===== src/rtl/dmem_access_ctrl.sv =====
`default_nettype none
// ============================================================================
// Module   : dmem_access_ctrl
// Brief    : MEM-stage data-memory access controller. Runs one req/gnt/rvalid
//            transaction per load/store, stalls the pipeline until it completes,
//            and raises a one-cycle fault when the memory does not answer in time.
// Revision : 1.0 - initial release
// ============================================================================
module dmem_access_ctrl #(
    parameter int DATA_WIDTH     = 32,
    parameter int ADDR_WIDTH     = 32,
    parameter int TIMEOUT_CYCLES = 255
) (
    input  logic                    clk,
    input  logic                    reset,
    input  logic                    req_load,
    input  logic                    req_store,
    input  logic [ADDR_WIDTH-1:0]   req_addr,
    input  logic [DATA_WIDTH-1:0]   req_wdata,
    input  logic [DATA_WIDTH/8-1:0] req_be,
    input  logic                    flush,
    output logic                    stall,
    output logic [DATA_WIDTH-1:0]   rdata,
    output logic                    rdata_valid,
    output logic                    fault,
    output logic                    mem_req,
    output logic                    mem_we,
    output logic [ADDR_WIDTH-1:0]   mem_addr,
    output logic [DATA_WIDTH-1:0]   mem_wdata,
    output logic [DATA_WIDTH/8-1:0] mem_be,
    input  logic                    mem_gnt,
    input  logic                    mem_rvalid,
    input  logic [DATA_WIDTH-1:0]   mem_rdata
);

    localparam int c_BE_W  = DATA_WIDTH / 8;
    localparam int c_CNT_W = $clog2(TIMEOUT_CYCLES + 1);
    localparam logic [c_CNT_W-1:0] c_TMO_LAST = c_CNT_W'(TIMEOUT_CYCLES - 1);
    localparam logic [c_CNT_W-1:0] c_TMO_SAT  = c_CNT_W'(TIMEOUT_CYCLES);

    localparam logic [1:0] c_ST_IDLE   = 2'd0;
    localparam logic [1:0] c_ST_REQ    = 2'd1;
    localparam logic [1:0] c_ST_WAIT_R = 2'd2;
    localparam logic [1:0] c_ST_DONE   = 2'd3;

    logic [1:0]            r_state;
    logic [1:0]            w_nextState;
    logic                  r_memReq;
    logic                  r_memWe;
    logic [ADDR_WIDTH-1:0] r_memAddr;
    logic [DATA_WIDTH-1:0] r_memWdata;
    logic [c_BE_W-1:0]     r_memBe;
    logic [DATA_WIDTH-1:0] r_rdata;
    logic                  r_rdataValid;
    logic                  r_fault;
    logic                  r_discard;
    logic [c_CNT_W-1:0]    r_count;

    logic w_reqPresent;
    logic w_isWrite;
    logic w_tmoHit;
    logic w_stall;
    logic w_launch;
    logic w_busy;
    logic w_accept;
    logic w_drop;
    logic w_capture;
    logic w_timeout;
    logic w_unusedAddrLsb;

    // A store with no byte lanes enabled carries no work and never reaches memory.
    assign w_reqPresent    = (req_load | (req_store & (|req_be))) & ~flush;
    assign w_isWrite       = req_store & (|req_be);
    assign w_tmoHit        = (r_count == c_TMO_LAST);
    assign w_unusedAddrLsb = ^req_addr[1:0];

    always_ff @(posedge clk) begin
        if (reset) begin
            r_state <= c_ST_IDLE;
        end else begin
            r_state <= w_nextState;
        end
    end

    always_comb begin
        w_nextState = r_state;
        unique case (r_state)
            c_ST_IDLE: begin
                if (w_reqPresent) begin
                    w_nextState = c_ST_REQ;
                end
            end
            c_ST_REQ: begin
                if (mem_gnt && (r_memWe || mem_rvalid)) begin
                    w_nextState = c_ST_DONE;
                end else if (mem_gnt) begin
                    w_nextState = w_tmoHit ? c_ST_DONE : c_ST_WAIT_R;
                end else if (flush) begin
                    w_nextState = c_ST_IDLE;
                end else if (w_tmoHit) begin
                    w_nextState = c_ST_DONE;
                end
            end
            c_ST_WAIT_R: begin
                if (mem_rvalid || w_tmoHit) begin
                    w_nextState = c_ST_DONE;
                end
            end
            c_ST_DONE: begin
                w_nextState = c_ST_IDLE;
            end
            default: begin
                w_nextState = c_ST_IDLE;
            end
        endcase
    end

    always_comb begin
        w_stall   = 1'b0;
        w_launch  = 1'b0;
        w_busy    = 1'b0;
        w_accept  = 1'b0;
        w_drop    = 1'b0;
        w_capture = 1'b0;
        w_timeout = 1'b0;
        unique case (r_state)
            c_ST_IDLE: begin
                w_stall  = w_reqPresent;
                w_launch = w_reqPresent;
            end
            c_ST_REQ: begin
                w_stall   = 1'b1;
                w_busy    = 1'b1;
                w_accept  = mem_gnt;
                w_drop    = ~mem_gnt & flush;
                w_capture = mem_gnt & ~r_memWe & mem_rvalid;
                // A flush before the grant wins over an expiring timeout.
                w_timeout = w_tmoHit & ~(mem_gnt & (r_memWe | mem_rvalid)) & ~(~mem_gnt & flush);
            end
            c_ST_WAIT_R: begin
                w_stall   = 1'b1;
                w_busy    = 1'b1;
                w_capture = mem_rvalid;
                w_timeout = w_tmoHit & ~mem_rvalid;
            end
            default: begin
                w_stall = 1'b0;
            end
        endcase
    end

    always_ff @(posedge clk) begin
        if (reset) begin
            r_memReq     <= 1'b0;
            r_memWe      <= 1'b0;
            r_memAddr    <= '0;
            r_memWdata   <= '0;
            r_memBe      <= '0;
            r_rdata      <= '0;
            r_rdataValid <= 1'b0;
            r_fault      <= 1'b0;
            r_discard    <= 1'b0;
            r_count      <= '0;
        end else begin
            r_rdataValid <= 1'b0;
            r_fault      <= 1'b0;
            if (w_launch) begin
                r_memReq   <= 1'b1;
                r_memWe    <= w_isWrite;
                r_memAddr  <= {req_addr[ADDR_WIDTH-1:2], 2'b00};
                r_memWdata <= req_wdata;
                r_memBe    <= w_isWrite ? req_be : {c_BE_W{1'b1}};
                r_count    <= '0;
                r_discard  <= 1'b0;
            end
            if (w_busy && (r_count != c_TMO_SAT)) begin
                r_count <= r_count + 1'b1;
            end
            if (w_accept || w_drop) begin
                r_memReq <= 1'b0;
            end
            // Once granted, a killed load still has to drain its read data.
            if (w_busy && flush) begin
                r_discard <= 1'b1;
            end
            if (w_capture) begin
                r_rdata      <= mem_rdata;
                r_rdataValid <= ~(r_discard | flush);
            end
            if (w_timeout) begin
                r_fault  <= 1'b1;
                r_rdata  <= '0;
                r_memReq <= 1'b0;
            end
        end
    end

    assign stall       = w_stall;
    assign rdata       = r_rdata;
    assign rdata_valid = r_rdataValid;
    assign fault       = r_fault;
    assign mem_req     = r_memReq;
    assign mem_we      = r_memWe;
    assign mem_addr    = r_memAddr;
    assign mem_wdata   = r_memWdata;
    assign mem_be      = r_memBe;

endmodule
`default_nettype wire


===== config.mk =====
export PLATFORM = sky130hd
export DESIGN_NAME = dmem_access_ctrl
export DESIGN_NICKNAME = d
export VERILOG_FILES = /design/src/rtl/dmem_access_ctrl.sv
export SDC_FILE = /design/constraint.sdc
export NUM_CORES = 1
export LEC_CHECK = 0
export BUFFER_PORTS_ARGS = -buffer_cell sky130_fd_sc_hd__buf_4
export CAP_MARGIN = 20
export CELL_PAD_IN_SITES_DETAIL_PLACEMENT = 1
export CELL_PAD_IN_SITES_GLOBAL_PLACEMENT = 1
export CORE_UTILIZATION = 35
export DETAILED_ROUTE_END_ITERATION = 7
export GPL_TIMING_DRIVEN = 1
export PLACE_DENSITY = 0.87
export RECOVER_POWER = 25
export SLEW_MARGIN = 20
export SYNTH_ARGS = -nofsm -noshare
export SYNTH_HDL_FRONTEND = slang
export SYNTH_SLANG_ARGS = --single-unit

===== constraint.sdc =====
create_clock -name clk -period 3.2 [get_ports clk]
set_input_delay 0.48 -clock clk [delete_from_list [all_inputs] [get_ports clk]]
set_output_delay 0.48 -clock clk [all_outputs]
set_load 0.01 [all_outputs]

Word-level counts from Yosys, hierarchy flattened
Cells that the tools add are included.
{"block": "totals", "register_bits": 113, "latch_bits": 0, "mem_bits_rw": 0, "mem_bits_ro": 0, "input_bits": 107, "wordCells": 76, "mem_count": 0}
{"block": "classes", "addsub": 1, "multipliers": 0, "div": 0, "order_cmp": 0, "n_eq_ne": 8, "shift": 0, "mux": 21, "bitwise": 20, "reduce_logical": 15}
{"op": "$mux 8", "n": 2}
{"op": "$mux 2", "n": 6}
{"op": "$and 1x1->1", "n": 9}
{"op": "$add 8x1->8 const B", "n": 1}
{"op": "$eq 8x8->1 const B", "n": 1}
{"op": "$mux 1", "n": 8}
{"op": "$ne 8x8->1 const B", "n": 1}
{"op": "$not 1->1", "n": 8}
{"op": "$pmux 2 s4", "n": 1}
{"op": "$pmux 1 s2", "n": 3}
{"op": "$reduce_or 2->1", "n": 3}
{"op": "$ne 5x5->1 const B", "n": 1}
{"op": "$eq 2x2->1 const B", "n": 2}
{"op": "$mux 4", "n": 1}
{"op": "$ne 2x2->1 const B", "n": 2}
{"op": "$reduce_bool 2->1", "n": 2}
{"op": "$reduce_or 4->1", "n": 1}
{"op": "$logic_and 1x1->1", "n": 3}
{"op": "$logic_or 1x1->1", "n": 3}
{"op": "$or 1x1->1", "n": 3}
{"op": "$reduce_and 3->1", "n": 1}
{"op": "$reduce_or 3->1", "n": 1}
{"op": "$eq 2x1->1 const B", "n": 1}
{"op": "$logic_not 2->1", "n": 1}

Longest topological paths before layout
{"block": "logic_depth", "ltp_word": 7, "ltp_mapped": 9, "mapped_depth_nobuf": 6}

Worst setup path before layout
Ideal clock, no wire load.
{"block": "synth_timing", "kind": "input to output", "from": "in flush", "to": "out stall", "t_arrival_ns": 1.480, "t_required_ns": 2.720, "setup_slack_ns": 1.240, "cell_stages": 6, "n_path_buf": 3, "cell_sequence": "clkbuf_1 > nand2b_1 > a21o_1 > buf_2 > buf_2 > a21oi_1"}
{"block": "synth_via", "elab_chain_len": 3}
{"item": "start, declared", "line": "21", "rtl": "input logic flush,"}
{"item": "$not 1->1", "line": "72", "rtl": "assign w_reqPresent = (req_load | (req_store & (|req_be))) & ~flush;"}
{"item": "$and 1x1->1", "line": "72"}
{"item": "$pmux 1 s2", "line": "126", "rtl": "unique case (r_state)"}
{"item": "end, declared", "line": "22", "rtl": "output logic stall,"}
No other way between the ends.

==> results_dict.tcl <==
set metrics [dict create \
    top_layer_used "met4" \
    ctsResizeCount 0 \
    yosys.cell_types.count 47 \
    die_area_sq_um 13000 \
    regToRegSetupSlack_ns 0.65 \
    area_growth_pct 44.06 \
    ant_nets 0 \
    fin_skew_ns 0.005796 \
    drc 0 \
    place.gp.congestion 0.7418 \
    finalMaxSlewViolations 0 \
    max_freq_mhz 391.4 \
    worstHoldStart "flush" \
    seqPwrFrac 0.406 \
    start_kind "flip-flop" \
    grt_pass1_wl_mm 21.55 \
    met3_length_microns 848 \
    grt_max_degree 69 \
    setup_tns_ns 0 \
    syn_avg_cell_area_sq_um 8.888 \
    yosysWarnings 0 \
    wl_per_cell_microns 16.07 \
    worst_pin_slew_ns 0.9271 \
    yosysSeqAreaShare 0.5152 \
    clockPowerShare 0.410 \
    rsz0062_at_grt "false" \
    ios 212 \
    initial_core_util 0.3625 \
    combPwrFrac 0.184 \
    synth-edff-count 0 \
    clockRootBuffer "clkbuf_16" \
    vias 4217 \
    period_needed_ns 2.555 \
    finalCritPeriodShare 0.7984 \
    via_per_inst 4.870 \
    core-area_sq_um 12110 \
    hold_buffers 0 \
    critPathSlowestCell "o211ai_4" \
    portBuffers 207 \
    antenna_found_initial 0 \
    cp_top_family "compound AO/OA/AOI/OAI gates" \
    max-vdd-ir-drop_v 0.0004034 \
    ys_ff_latch 113 \
    critical_path_buf_inv_count 2 \
    hold_viol_final 0 \
    drive_above_1_share 0.2837 \
    insertion_delay_ns 0.41 \
    rows 40 \
    dp_hpwl_mm 9.664 \
    clock-sinks 113 \
    setup_viol 0 \
    synthFlopType "dfxtp_1" \
    die-height_microns 114 \
    powerDensity_nw_per_um2 616.1 \
    rr_endpoint "rdata[2]" \
    placed_cell_area_sq_um 6033 \
    intPower_mw 2.848 \
    n_antenna_cell 0 \
    hold_depth 2 \
    worstPathRequired_ns 3.45 \
    relSlewSlack 0.3790 \
    swShare 0.2691 \
    grt_pass1_vias 4433 \
    dr.pass1.iters 4 \
    slowest_delay_ns 0.74 \
    cts_tree "built" \
    cp-end-kind "flip-flop" \
    worst_slack_ns 0.6453 \
    crit_chain "inv_1 > ha_1 > and3b_1 > o211ai_4 > buf_4 > mux2i_1 > nor3_1" \
    cts_setup_buffers 0 \
    track_usage 0.2147 \
    power_switching_mw 1.049 \
    syn_area_sq_um 4390 \
    wl_mm 13.92 \
    synthCells 494 \
    numCtsBuffers 17 \
    p_leak_nw 2.828 \
    hold-path-endpoint "rdata_valid" \
    die_x_microns 114 \
    async_flop_share 0 \
    clk_path_buf_depth 2 \
    outcome "completed" \
    overflow 0 \
    clk_pin_slew_ns 0.05 \
    dpl_worst_slack_ns 0.6806 \
    r2r.worst_path.cells 7 \
    h-tree-depth 4 \
    cp_data_arrival_time_ns 2.81 \
    met2_wirelength_mm 7.401 \
    path_max_fanout 22 \
    final_area_sq_um 6325 \
    fin_util 0.5222 \
    routedLengthMet1_mm 5.441 \
    hp-class "in2reg" \
    drv_cap 0 \
    nets 804 \
    drtIter0Drc 174 \
    crit_type "reg2reg" \
]
==> power by group through the flow <==
| stage | Sequential [mW] | Combinational [mW] | Clock (mW) |
|---|---|---|---|
| global route | 1.59 | 0.786 | 1.70 |
| floorplan | 1.64 | 0.361 | 0 |
| CTS | 1.58 | 0.765 | 1.63 |
| finish | 1.58 | 0.718 | 1.60 |
| detailed placement | 1.61 | 0.757 | 0 |
| global placement | 1.60 | 0.721 | 0 |
==> state kept, by name, summed over array words and instances (netlist names), named ones only <==
name,flops
fault,1
mem_addr,30
mem_be,4
mem_req,1
mem_wdata,32
mem_we,1
r_count,8
r_discard,1
r_state,1
rdata,32
rdata_valid,1
==> layer usage <==
metal | vias up | global-route usage
met5 | - | 0
met4 | 0 | 0.09177
met3 | 18 | 0.06589
met2 | 131 | 0.4016
met1 | 2004 | 0.2196
li1 | 2064 | -
==> final cells by class <==
type,instances,area [sq um]
flip-flops and latches,113,2262
clock buffers,26,489.2
clock inverters,1,5.005
fillers,1474,5787
well taps,168,210.2
inverters,7,26.28
repair buffers,214,1416
multi-input cells,337,1916
==> synth_stat cells, drive strengths merged, types with 3 or more instances <==
library cell	number	area (sq um)
nand2	132	498.0
dfxtp	113	2262
a21oi	70	350.3
nor3	34	170.2
mux2i	32	320.3
buf	20	143.9
clkbuf	18	67.56
ha	7	87.58
inv	7	26.28
o21ai	7	35.03
nand3	6	30.03
nor2	5	18.77
nand2b	4	25.02
o221a	4	45.04
a311oi	3	45.04
or2	3	18.77
==> cells by family after synthesis <==
group	Yosys count	synth area share
compound gates	101	0.1451
xor+xnor	1	0.001995
fa+ha+maj	7	0.01995
buf+inv	45	0.05415
flops	113	0.5152
mux	33	0.07552
other cells	1	0.0008541
simple gates	193	0.1872
==> worst max-delay path by stage <==
stage	cells after the start	end	slack, ns	from
floorplan	6	stall	1.24	flush
detailed placement	7	rdata[31]	0.68	flip-flop
finish	7	rdata[2]	0.65	flip-flop
global placement	7	rdata[1]	0.80	flip-flop
global route	7	rdata[2]	0.48	flip-flop
CTS	7	rdata[2]	0.61	flip-flop
==> layout by cell type (no fill, tap or decap), drive strengths merged, types with 6 or more instances in the layout <==
cell and count:
nand2 132, dfxtp 113, buf 160, a21oi 70, inv 7, mux2i 32
clkbuf 80, ha 7, nor3 34, o21ai 7, nand3 6
==> metrics by stage <==
stage                     total power, mW  instances  hold WS (ns)
after floorplan                     2.003        495        0.4017
after global placement              2.321        839        0.4129
after detailed placement            2.366        839        0.4167
after CTS                           3.977        866        0.3102
after global routing                4.085        866        0.3259
final                               3.897        866        0.3224
Note: power is estimated with default switching activity, not from simulation.
